[src/rtl/disp_pkg.sv]
// Shared constants for the display scanner: active-low 7-segment codes (a..g,
// index 0 = a) and the slot phase type.
package disp_pkg;

  localparam logic [0:6] SEG_0   = 7'b0000001;
  localparam logic [0:6] SEG_1   = 7'b1001111;
  localparam logic [0:6] SEG_2   = 7'b0010010;
  localparam logic [0:6] SEG_3   = 7'b0000110;
  localparam logic [0:6] SEG_4   = 7'b1001100;
  localparam logic [0:6] SEG_5   = 7'b0100100;
  localparam logic [0:6] SEG_6   = 7'b0100000;
  localparam logic [0:6] SEG_7   = 7'b0001111;
  localparam logic [0:6] SEG_8   = 7'b0000000;
  localparam logic [0:6] SEG_9   = 7'b0000100;
  localparam logic [0:6] SEG_A   = 7'b0001000;
  localparam logic [0:6] SEG_B   = 7'b1100000;
  localparam logic [0:6] SEG_C   = 7'b0110001;
  localparam logic [0:6] SEG_D   = 7'b1000010;
  localparam logic [0:6] SEG_E   = 7'b0110000;
  localparam logic [0:6] SEG_F   = 7'b0111000;
  localparam logic [0:6] SEG_OFF = 7'b1111111;

  typedef enum logic {DEAD, SHOW} phase_t;

endpackage

[src/rtl/hex7seg.sv]
// Combinational hex nibble to active-low 7-segment decoder.
module hex7seg
  import disp_pkg::*;
(
  input  logic [3:0] i_nibble,
  output logic [0:6] o_seg
);

  always_comb begin
    o_seg = SEG_OFF;
    unique case (i_nibble)
      4'h0: o_seg = SEG_0;
      4'h1: o_seg = SEG_1;
      4'h2: o_seg = SEG_2;
      4'h3: o_seg = SEG_3;
      4'h4: o_seg = SEG_4;
      4'h5: o_seg = SEG_5;
      4'h6: o_seg = SEG_6;
      4'h7: o_seg = SEG_7;
      4'h8: o_seg = SEG_8;
      4'h9: o_seg = SEG_9;
      4'hA: o_seg = SEG_A;
      4'hB: o_seg = SEG_B;
      4'hC: o_seg = SEG_C;
      4'hD: o_seg = SEG_D;
      4'hE: o_seg = SEG_E;
      4'hF: o_seg = SEG_F;
    endcase
  end

endmodule

[src/rtl/display_scan_mux.sv]
// Time-multiplexed 7-segment scanner with per-slot blanking, frame snapshot and
// leading-zero suppression. Optional decimal point when DISP_DP_EN is defined.
module display_scan_mux
  import disp_pkg::*;
#(
  parameter int NUM_DIGITS  = 4,
  parameter int REFRESH_DIV = 256,
  parameter int DEAD_CYCLES = 8
) (
  input  logic                    clk,
  input  logic                    rst,
  input  logic                    en,
  input  logic [4*NUM_DIGITS-1:0] data_in,
  input  logic                    blank_lz,
`ifdef DISP_DP_EN
  input  logic [NUM_DIGITS-1:0]   dp_in,
  output logic                    dp,
`endif
  output logic [0:6]              seg,
  output logic [NUM_DIGITS-1:0]   an,
  output logic                    frame_tick
);

  localparam int CNT_W = (REFRESH_DIV > 1) ? $clog2(REFRESH_DIV) : 1;
  localparam int DIG_W = (NUM_DIGITS > 1) ? $clog2(NUM_DIGITS) : 1;

  logic [CNT_W-1:0]        r_div_cnt;
  logic [DIG_W-1:0]        r_dig;
  logic [4*NUM_DIGITS-1:0] r_snap;
  logic                    r_blank_lz;

  logic                    w_frame_start;
  logic [4*NUM_DIGITS-1:0] w_data;
  logic                    w_blank_en;
  phase_t                  w_phase;
  logic [3:0]              w_nibble;
  logic                    w_lz_dark;
  logic [0:6]              w_seg;
  logic [NUM_DIGITS-1:0]   w_an_on;

  // On the frame-start cycle the snapshot is still being loaded, so the live
  // inputs stand in for it (only visible when DEAD_CYCLES is 0).
  assign w_frame_start = en && (r_div_cnt == '0) && (r_dig == '0);
  assign w_data        = w_frame_start ? data_in  : r_snap;
  assign w_blank_en    = w_frame_start ? blank_lz : r_blank_lz;
  assign w_phase       = (r_div_cnt < CNT_W'(DEAD_CYCLES)) ? DEAD : SHOW;
  assign w_an_on       = ~(NUM_DIGITS'(1) << r_dig);

  always_comb begin
    w_nibble  = '0;
    w_lz_dark = 1'b0;
    for (int k = 0; k < NUM_DIGITS; k++) begin
      if (int'(r_dig) == k) begin
        w_nibble  = w_data[4*k +: 4];
        w_lz_dark = w_blank_en && (k != 0) && ((w_data >> (4*k)) == '0);
      end
    end
  end

  hex7seg u_hex7seg (
    .i_nibble (w_nibble),
    .o_seg    (w_seg)
  );

`ifdef DISP_DP_EN
  logic [NUM_DIGITS-1:0] r_dp_snap;
  logic [NUM_DIGITS-1:0] w_dp_data;
  logic                  w_dp_bit;

  assign w_dp_data = w_frame_start ? dp_in : r_dp_snap;

  always_comb begin
    w_dp_bit = 1'b0;
    for (int k = 0; k < NUM_DIGITS; k++) begin
      if (int'(r_dig) == k) w_dp_bit = w_dp_data[k];
    end
  end

  always_ff @(posedge clk or negedge rst) begin
    if (!rst) begin
      r_dp_snap <= '0;
      dp        <= 1'b1;
    end else if (!en) begin
      dp        <= 1'b1;
    end else begin
      if (w_frame_start) r_dp_snap <= dp_in;
      dp <= (w_phase == SHOW && !w_lz_dark) ? ~w_dp_bit : 1'b1;
    end
  end
`endif

  always_ff @(posedge clk or negedge rst) begin
    if (!rst) begin
      r_div_cnt  <= '0;
      r_dig      <= '0;
      r_snap     <= '0;
      r_blank_lz <= 1'b0;
      an         <= '1;
      seg        <= SEG_OFF;
      frame_tick <= 1'b0;
    end else if (!en) begin
      r_div_cnt  <= '0;
      r_dig      <= '0;
      an         <= '1;
      seg        <= SEG_OFF;
      frame_tick <= 1'b0;
    end else begin
      frame_tick <= w_frame_start;
      if (w_frame_start) begin
        r_snap     <= data_in;
        r_blank_lz <= blank_lz;
      end
      if (r_div_cnt == CNT_W'(REFRESH_DIV - 1)) begin
        r_div_cnt <= '0;
        r_dig     <= (r_dig == DIG_W'(NUM_DIGITS - 1)) ? '0 : r_dig + 1'b1;
      end else begin
        r_div_cnt <= r_div_cnt + 1'b1;
      end
      if (w_phase == SHOW && !w_lz_dark) begin
        an  <= w_an_on;
        seg <= w_seg;
      end else begin
        an  <= '1;
        seg <= SEG_OFF;
      end
    end
  end

endmodule

[config.mk]
export PLATFORM = sky130hd
export DESIGN_NAME = display_scan_mux
export DESIGN_NICKNAME = d
export VERILOG_FILES = /design/src/rtl/disp_pkg.sv /design/src/rtl/hex7seg.sv /design/src/rtl/display_scan_mux.sv
export SDC_FILE = /design/constraint.sdc
export NUM_CORES = 1
export LEC_CHECK = 0
export CAP_MARGIN = 25
export CORE_ASPECT_RATIO = 1.1
export CORE_UTILIZATION = 58
export CTS_CLUSTER_DIAMETER = 200
export DETAILED_ROUTE_END_ITERATION = 10
export PLACE_DENSITY = 0.93
export SYNTH_ARGS = -nofsm -noshare
export SYNTH_HDL_FRONTEND = slang
export SYNTH_SLANG_ARGS = --single-unit
[constraint.sdc]
create_clock -name clk -period 6.1 [get_ports clk]
set_input_delay 1.525 -clock clk [delete_from_list [all_inputs] [get_ports clk]]
set_output_delay 1.525 -clock clk [all_outputs]
set_load 0.05 [all_outputs]
==> metrics.md, run 1 <==
| Metric | Value |
|---|---|
| Layout area overhead | 20.4% |
| Met1 Track Usage GR | 0.278 |
| Die area | 4050 µm² |
| CTS Buf Count | 5 |
| Vias | ~1600 |
| Pleak | around 1.1 nW |
| Pre-antenna DRT Iters | 4 |
| Post-synth EDFFs | 0 |
| Setup crit start kind | input port |
| Most frequent cells in the layout | clkdlybuf4s50_1 (30), dfrtp_1 (28), nand2_1 (17), inv_1 (15), mux2_2 (15) |
| DRT Wirelength | 4.32 mm |
| Gates resized, CTS repair | 0 |
| PwrDens | 269 nW/µm² |
| Share of power burned in registers | 0.442 |
| Syn Nets | 235 |
| Setup Buffers After CTS | 0 |
| Final setup fails | 0 |
| CTS clk-pin slew, worst paths | 70 ps |
| Setup WS post-layout | 1530 ps |
| Top Usage Layer GRT | met2 |
| WP data required | 6280 ps |
| P_int | ~500 µW |
| Initial antenna violation count | 0 |
| Final Util | 0.731 |
| Worst clock skew | roughly 6.9 ps |
| Die H | 66.6 µm |
| Pin count of the biggest net entering global routing | 40 |
| Crit-path slowest cell | nor3_4 |
| Synth Instances | 204 |
| Synth Area in XOR/XNOR | 0.0278 |
| Syn_area_per_cell | 10.8 µm² |
| CTS tree | done |
| Die W | 60.8 µm |
| Total of max-cap violations | 0 |
| Arr. time, crit path | 4750 ps |
| Leading cell type in the layout, fill and taps excluded | clkdlybuf4s50_1 |
| Cells along the critical path | clkdlybuf4s50_1, nand4b_1, nor3_4, mux2_2, a22oi_1, a21oi_4, ha_1, or3_1, o221ai_1, nand2_1 |
| Total gr overflow | 0 |
| Clock Path Buffers | 2 |
| Slew Limit Fails | 0 |
| TNS Setup | 0 ps |
| Synth cell types | 48 |
| Fin. Hold Viols | 0 |
| Core Box Area | 3630 µm² |
| Crit path max fanout | 19 |
| DRC | 0 |
| Placed Instances | 280 |
| Comb power frac | 0.253 |
| Part of the cycle the worst path needs | 0.749 |
| Synth Area in Compound Gates | 0.108 |
| Synth Flop Type | dfrtp_1 |
| Worst slew pin tran | 886 ps |
| Hold/Removal Path Class | flop to flop |
| Status | finished clean |
| ANT cells | 0 |
| DR iter-0 viols | 93 |
| Clock root cell | clkbuf_8 |
| Layout Cells excl Fill | 288 |
| Sequential area share after synthesis | 0.449 |
| Routability cong. | 0.916 |
| Worst stage delay on the critical path | ~740 ps |
| DR WL/cell | between 10 and 15 µm |
| Critical path's top delay family | simple AND/OR/NAND/NOR gates |
| Clock group share of total power | 0.305 |
| Top Ports | 32 |
| M2 GR Usage | 0.444 |
| FP Rows | 23 |
| Synthesized-area fraction occupied by adder cells | 0.0625 |
| Dpl ws | 1270 ps |
| Worst path bufs/invs | 1 |
| Crit end category | flop |
| Share of cells above drive strength 1 | 0.181 |
| Synth Register Bits | 39 |
| Mux cell area share after synthesis | 0.131 |
| Post-synthesis cell area | 2200 µm² |
| # clock sinks | 39 |
| Hpwl dp | between 3 and 4 mm |
| Largest family of logic cells by synthesized area | simple AND/OR/NAND/NOR gates |
| Post-synthesis simple-gate area fraction | 0.176 |
| First-pass GRT wire length | 7.32 mm |
| Max_slew headroom | 0.407 |
| Hold_buf cts | 0 |
| Global routing met3 resource utilization | 0.0660 |
| Async S/R FF share, synth | 1.00 |
| Global Route Usage Sum | 0.251 |
| Number of global-route vias before repair | ~1700 |
| Initial cell density of the core | 0.607 |
| Switching power | 205 µW |
| RSZ-0062 raised after global routing | false |
| DR vias/cell | 5.72 |
| Peak VDD IR | around 0.18 mV |
| Final min period | 4570 ps |
| CTS H-tree depth | 2 |
| Switching share of total power | 0.288 |
| Setup CP Type | input port to flop |
| Maximum clock rate | 219 MHz |
| Final #Nets | 268 |
| I/O Buffers | 31 |
| Clock Latency Late Sink | 290 ps |
| Ys Warns | 0 |
| Post-route ant nets | 0 |
==> registers in the layout, summed over array words and instances (netlist names) <==
| signal | cells |
|---|---|
| r_snap | 16 |
| r_div_cnt | 8 |
| seg | 7 |
| an | 4 |
| r_dig | 2 |
| frame_tick | 1 |
| r_blank_lz | 1 |
==> metrics by stage <==
stage	cell area, µm²	hold slack [ps]	total power, mW
2_1_floorplan	2200	447	0.448
3_3_place_gp	2530	463	0.486
3_5_place_dp	2530	477	0.494
4_1_cts	2650	503	0.716
5_1_grt	2650	533	0.748
6_report	2650	497	0.714
==> metal layers <==
metal  vias to the layer above  wire length, µm
li1                        783                -
met1                       789             1770
met3                        14              201
met5                         -                0
met2                        62             2230
met4                         0              122
==> worst paths after layout <==
path                                    from    endpoint  slack [ps]  cells after the start
worst max-delay path                      en      seg[0]        1530                     10
worst min-delay path               r_snap[1]   r_snap[1]         500                      2
worst max register to register  r_div_cnt[6]      seg[0]        2550                      9
worst min register to register     r_snap[1]   r_snap[1]         500                      2
max in group asynchronous                rst   r_snap[0]        4270                      1
min in group asynchronous                rst  r_snap[10]        1320                      1
==> power groups by stage <==
stage / logic (mW) / registers (mW) / clock network, mW
2_1_floorplan: 0.135 / 0.313 / 0
3_3_place_gp: 0.171 / 0.315 / 0
3_5_place_dp: 0.177 / 0.318 / 0
4_1_cts: 0.179 / 0.314 / 0.222
5_1_grt: 0.198 / 0.319 / 0.232
6_report: 0.180 / 0.315 / 0.218
==> cell families (layout without fill, tap and decap cells) <==
group / Yosys count / in the layout
compound gates: 29 / 29
xor+xnor: 7 / 7
fa+ha+maj: 11 / 11
buf+inv: 21 / 55
flops: 39 / 39
mux: 27 / 27
simple gates: 70 / 70
==> final cells by class <==
class                      count  area, µm²
clock buffer                   6       82.6
clock inverter                 2       35.0
fill                         285        975
inverter                      15       56.3
multi-input combinational    144       1110
sequential                    39        990
tap                           50       62.6
timing repair buffer          32        313
==> cell usage after synthesis, drive strengths merged (2+ instances only) <==
| library cell | number | area [µm²] |
|---|---|---|
| a21oi | 5 | 36.3 |
| a22oi | 2 | 15.0 |
| and2 | 5 | 31.3 |
| buf | 5 | 40.0 |
| dfrtp | 28 | 701 |
| dfstp | 11 | 289 |
| ha | 11 | 138 |
| inv | 15 | 56.3 |
| mux2 | 15 | 169 |
| mux2i | 12 | 120 |
| nand2 | 17 | 63.8 |
| nand2b | 4 | 25.0 |
| nand3 | 8 | 40.0 |
| nand3b | 2 | 15.0 |
| nand4 | 2 | 12.5 |
| nor2 | 13 | 51.3 |
| nor2b | 3 | 18.8 |
| nor3 | 2 | 21.3 |
| nor4 | 5 | 31.3 |
| o21ai | 8 | 40.0 |
| o221ai | 2 | 17.5 |
| o22ai | 4 | 25.0 |
| xnor2 | 4 | 35.0 |
| xor2 | 3 | 26.3 |
==> tightest hold or removal path: cells and delay by family (launching register included) <==
family,cells,cell delay [ps]
flip-flops,1,330
buffers and inverters,1,60
multiplexers,1,80
(Power assumes the default switching activity.)
==> run 2, diff against run 1 <==
CORE_UTILIZATION = 54   (was 58)
PLACE_DENSITY = 0.88   (was 0.93)
clock period = 4.3 ns   (was 6.1 ns; I/O delays follow)
==> run 2 against run 1 <==
Critical endpoint is now seg[3]. Worst setup slack worse by 1000 ps. Flip-flop and latch count is the same. Design area rose by 1.7%. Sequential share of layout area shrank 0.62 points.
==> metrics.md, run 2 (synthesis results as in run 1) <==
| Metric | Value |
|---|---|
| Status | finished clean |
| Maximum clock rate | 266 MHz |
| Final #Nets | 272 (+1.5%) |
| Crit end category | flop |
| Vias | 1667 (+1.2%) |
| Switching share of total power | 0.279 (-0.00810) |
| Total gr overflow | 0 (unchanged) |
| Pin count of the biggest net entering global routing | 40 (unchanged) |
| Layout area overhead | 22.4% |
| FP Rows | 23 (unchanged) |
| Reg with most FFs | r_snap |
| Total of max-cap violations | 0 (unchanged) |
| DR vias/cell | 5.71 (-0.23%) |
| DR iter-0 viols | 62 (-33%) |
| I/O Buffers | 31 (unchanged) |
| CTS H-tree depth | 2 (unchanged) |
| Setup CP Type | input port to flop |
| TNS Setup | 0 ps (unchanged) |
| Clock group share of total power | 0.339 (+0.034) |
| CTS tree | done |
| Fin. Hold Viols | 0 (unchanged) |
| WP data required | 4540 ps (-1740 ps) |
| Final setup fails | 0 (unchanged) |
| P_int | 769 µW (+51%) |
| Hold_sp | r_snap[0] |
| Number of global-route vias before repair | 1670 (-0.30%) |
| Dpl ws | 278 ps (-994 ps) |
| Fillers | 248 (-13%) |
| CTS clk-pin slew, worst paths | 80 ps (about the same) |
| Share of cells above drive strength 1 | 0.190 (+0.00941) |
| Setup WS post-layout | 536 ps (-995 ps) |
| Worst slew pin tran | 817 ps (-68.7 ps) |
| Max FFs per register | 16 (unchanged) |
| Crit path from | en |
| Peak VDD IR | 0.286 mV (+56%) |
| Die W | 62.9 µm (+3.5%) |
| Hpwl dp | 3.28 mm (+4.1%) |
| Top Registers | r_snap x16, r_div_cnt x8, seg x7 |
| Clock Path Buffers | 2 (unchanged) |
| Crit path max fanout | 9 (-10) |
| Post-route ant nets | 0 (unchanged) |
| Part of the cycle the worst path needs | 0.875 |
| Final min period | 3760 ps |
| Die H | 69.0 µm (+3.5%) |
| Slew Limit Fails | 0 (unchanged) |
| Setup Buffers After CTS | 0 (unchanged) |
| RSZ-0062 raised after global routing | false |
| Initial cell density of the core | 0.584 (-0.0232) |
| Arr. time, crit path | 4000 ps (-750 ps) |
| Pleak | 1.13 nW (+2.3%) |
| Setup crit start kind | input port |
| First-pass GRT wire length | 7.74 mm (+5.8%) |
| DR WL/cell | 15.4 µm (+2.8%) |
| Hold_buf cts | 0 (unchanged) |
| ANT cells | 0 (unchanged) |
| Comb power frac | 0.246 (-0.007) |
| Die area | 4340 µm² (+7.2%) |
| Reg2reg start | r_dig[0] |
| Routability cong. | 0.898 (-1.9%) |
| DRC | 0 (unchanged) |
| Leading cell type in the layout, fill and taps excluded | clkdlybuf4s50_1 |
| DRT Wirelength | 4.50 mm (+4.2%) |
| Clock Latency Late Sink | 300 ps (about the same) |
| Gates resized, CTS repair | 0 (unchanged) |
| Power, Total | 1.07 mW (+50%) |
| CTS Buf Count | 5 (unchanged) |
| Switching power | 298 µW (+45%) |
| Most frequent cells in the layout | clkdlybuf4s50_1 (30), dfrtp_1 (28), nand2_1 (17), inv_1 (15), mux2_2 (15) |
| Pre-antenna DRT Iters | 4 (unchanged) |
| Max_slew headroom | 0.455 (+0.0477) |
| Hold/Removal Path Class | flop to flop |
| Top Ports | 32 (unchanged) |
| Share of power burned in registers | 0.415 (-0.027) |
| Initial antenna violation count | 0 (unchanged) |
| Clock root cell | clkbuf_8 |
| Worst clock skew | 10.4 ps (+3.48 ps) |
| # clock sinks | 39 (unchanged) |
| PwrDens | 396 nW/µm² (+47%) |
| Global Route Usage Sum | 0.241 (-0.00998) |
| Core Box Area | 3770 µm² (+4.0%) |
## run 2: changes by cell type in the layout (fill, tap and decap cells not counted)
cell / change
buf_4: +4
bufinv_16: +1
clkbuf_1: +1
clkbuf_8: -1
clkinv_2: -1
## run 2: per-layer routing
layer	up-vias	wire, µm	global-route usage
li1	800	-	-
met1	803	1900	0.270
met2	52	2280	0.421
met3	12	210	0.0658
met4	0	104	0.137
met5	-	0	0
## run 2: final timing paths
path	endpoint	cells past startpoint	slack, ps
max in group asynchronous	r_div_cnt[4]	1	2920
hold / removal	r_snap[0]	1	510
setup / recovery	seg[3]	12	540
setup reg to reg	seg[3]	13	1120
hold reg to reg	r_snap[0]	1	510
min in group asynchronous	r_snap[14]	1	860
## run 2: cell type report
| type | count | area (µm²) | area share |
|---|---|---|---|
| tap | 50 | 62.6 | 0.0232 |
| timing repair buffer | 36 | 343 | 0.127 |
| multi-input combinational | 144 | 1110 | 0.413 |
| clock buffer | 6 | 72.6 | 0.0269 |
| inverter | 15 | 56.3 | 0.0209 |
| sequential | 39 | 990 | 0.367 |
| clock inverter | 2 | 60.1 | 0.0223 |
## run 2: metrics by stage
| step | cells | area (µm²) | util | hold slack [ps] |
|---|---|---|---|---|
| floorplan | 204 | 2200 | - | 447 |
| global placement | 284 | 2560 | 0.680 | 477 |
| detailed placement | 284 | 2560 | 0.680 | 490 |
| CTS | 292 | 2700 | 0.715 | 508 |
| global route | 292 | 2700 | 0.715 | 527 |
| finish | 292 | 2700 | 0.715 | 506 |
## run 2: power groups by stage
stage,logic (mW),clock network (mW),registers [mW]
after global routing,0.287,0.384,0.449
final,0.262,0.362,0.444
after CTS,0.261,0.370,0.442
after floorplan,0.192,0,0.444
after detailed placement,0.258,0,0.449
after global placement,0.251,0,0.447
## run 2: critical path: stages
cell and delay, ps:
clkdlybuf4s50_1 590, nand4b_1 260, nor3_4 400, buf_4 250, mux2i_1 120, a22o_1 280
a21oi_4 190, inv_1 110, ha_1 230, mux2_2 260, mux2i_1 140, nand2_1 70
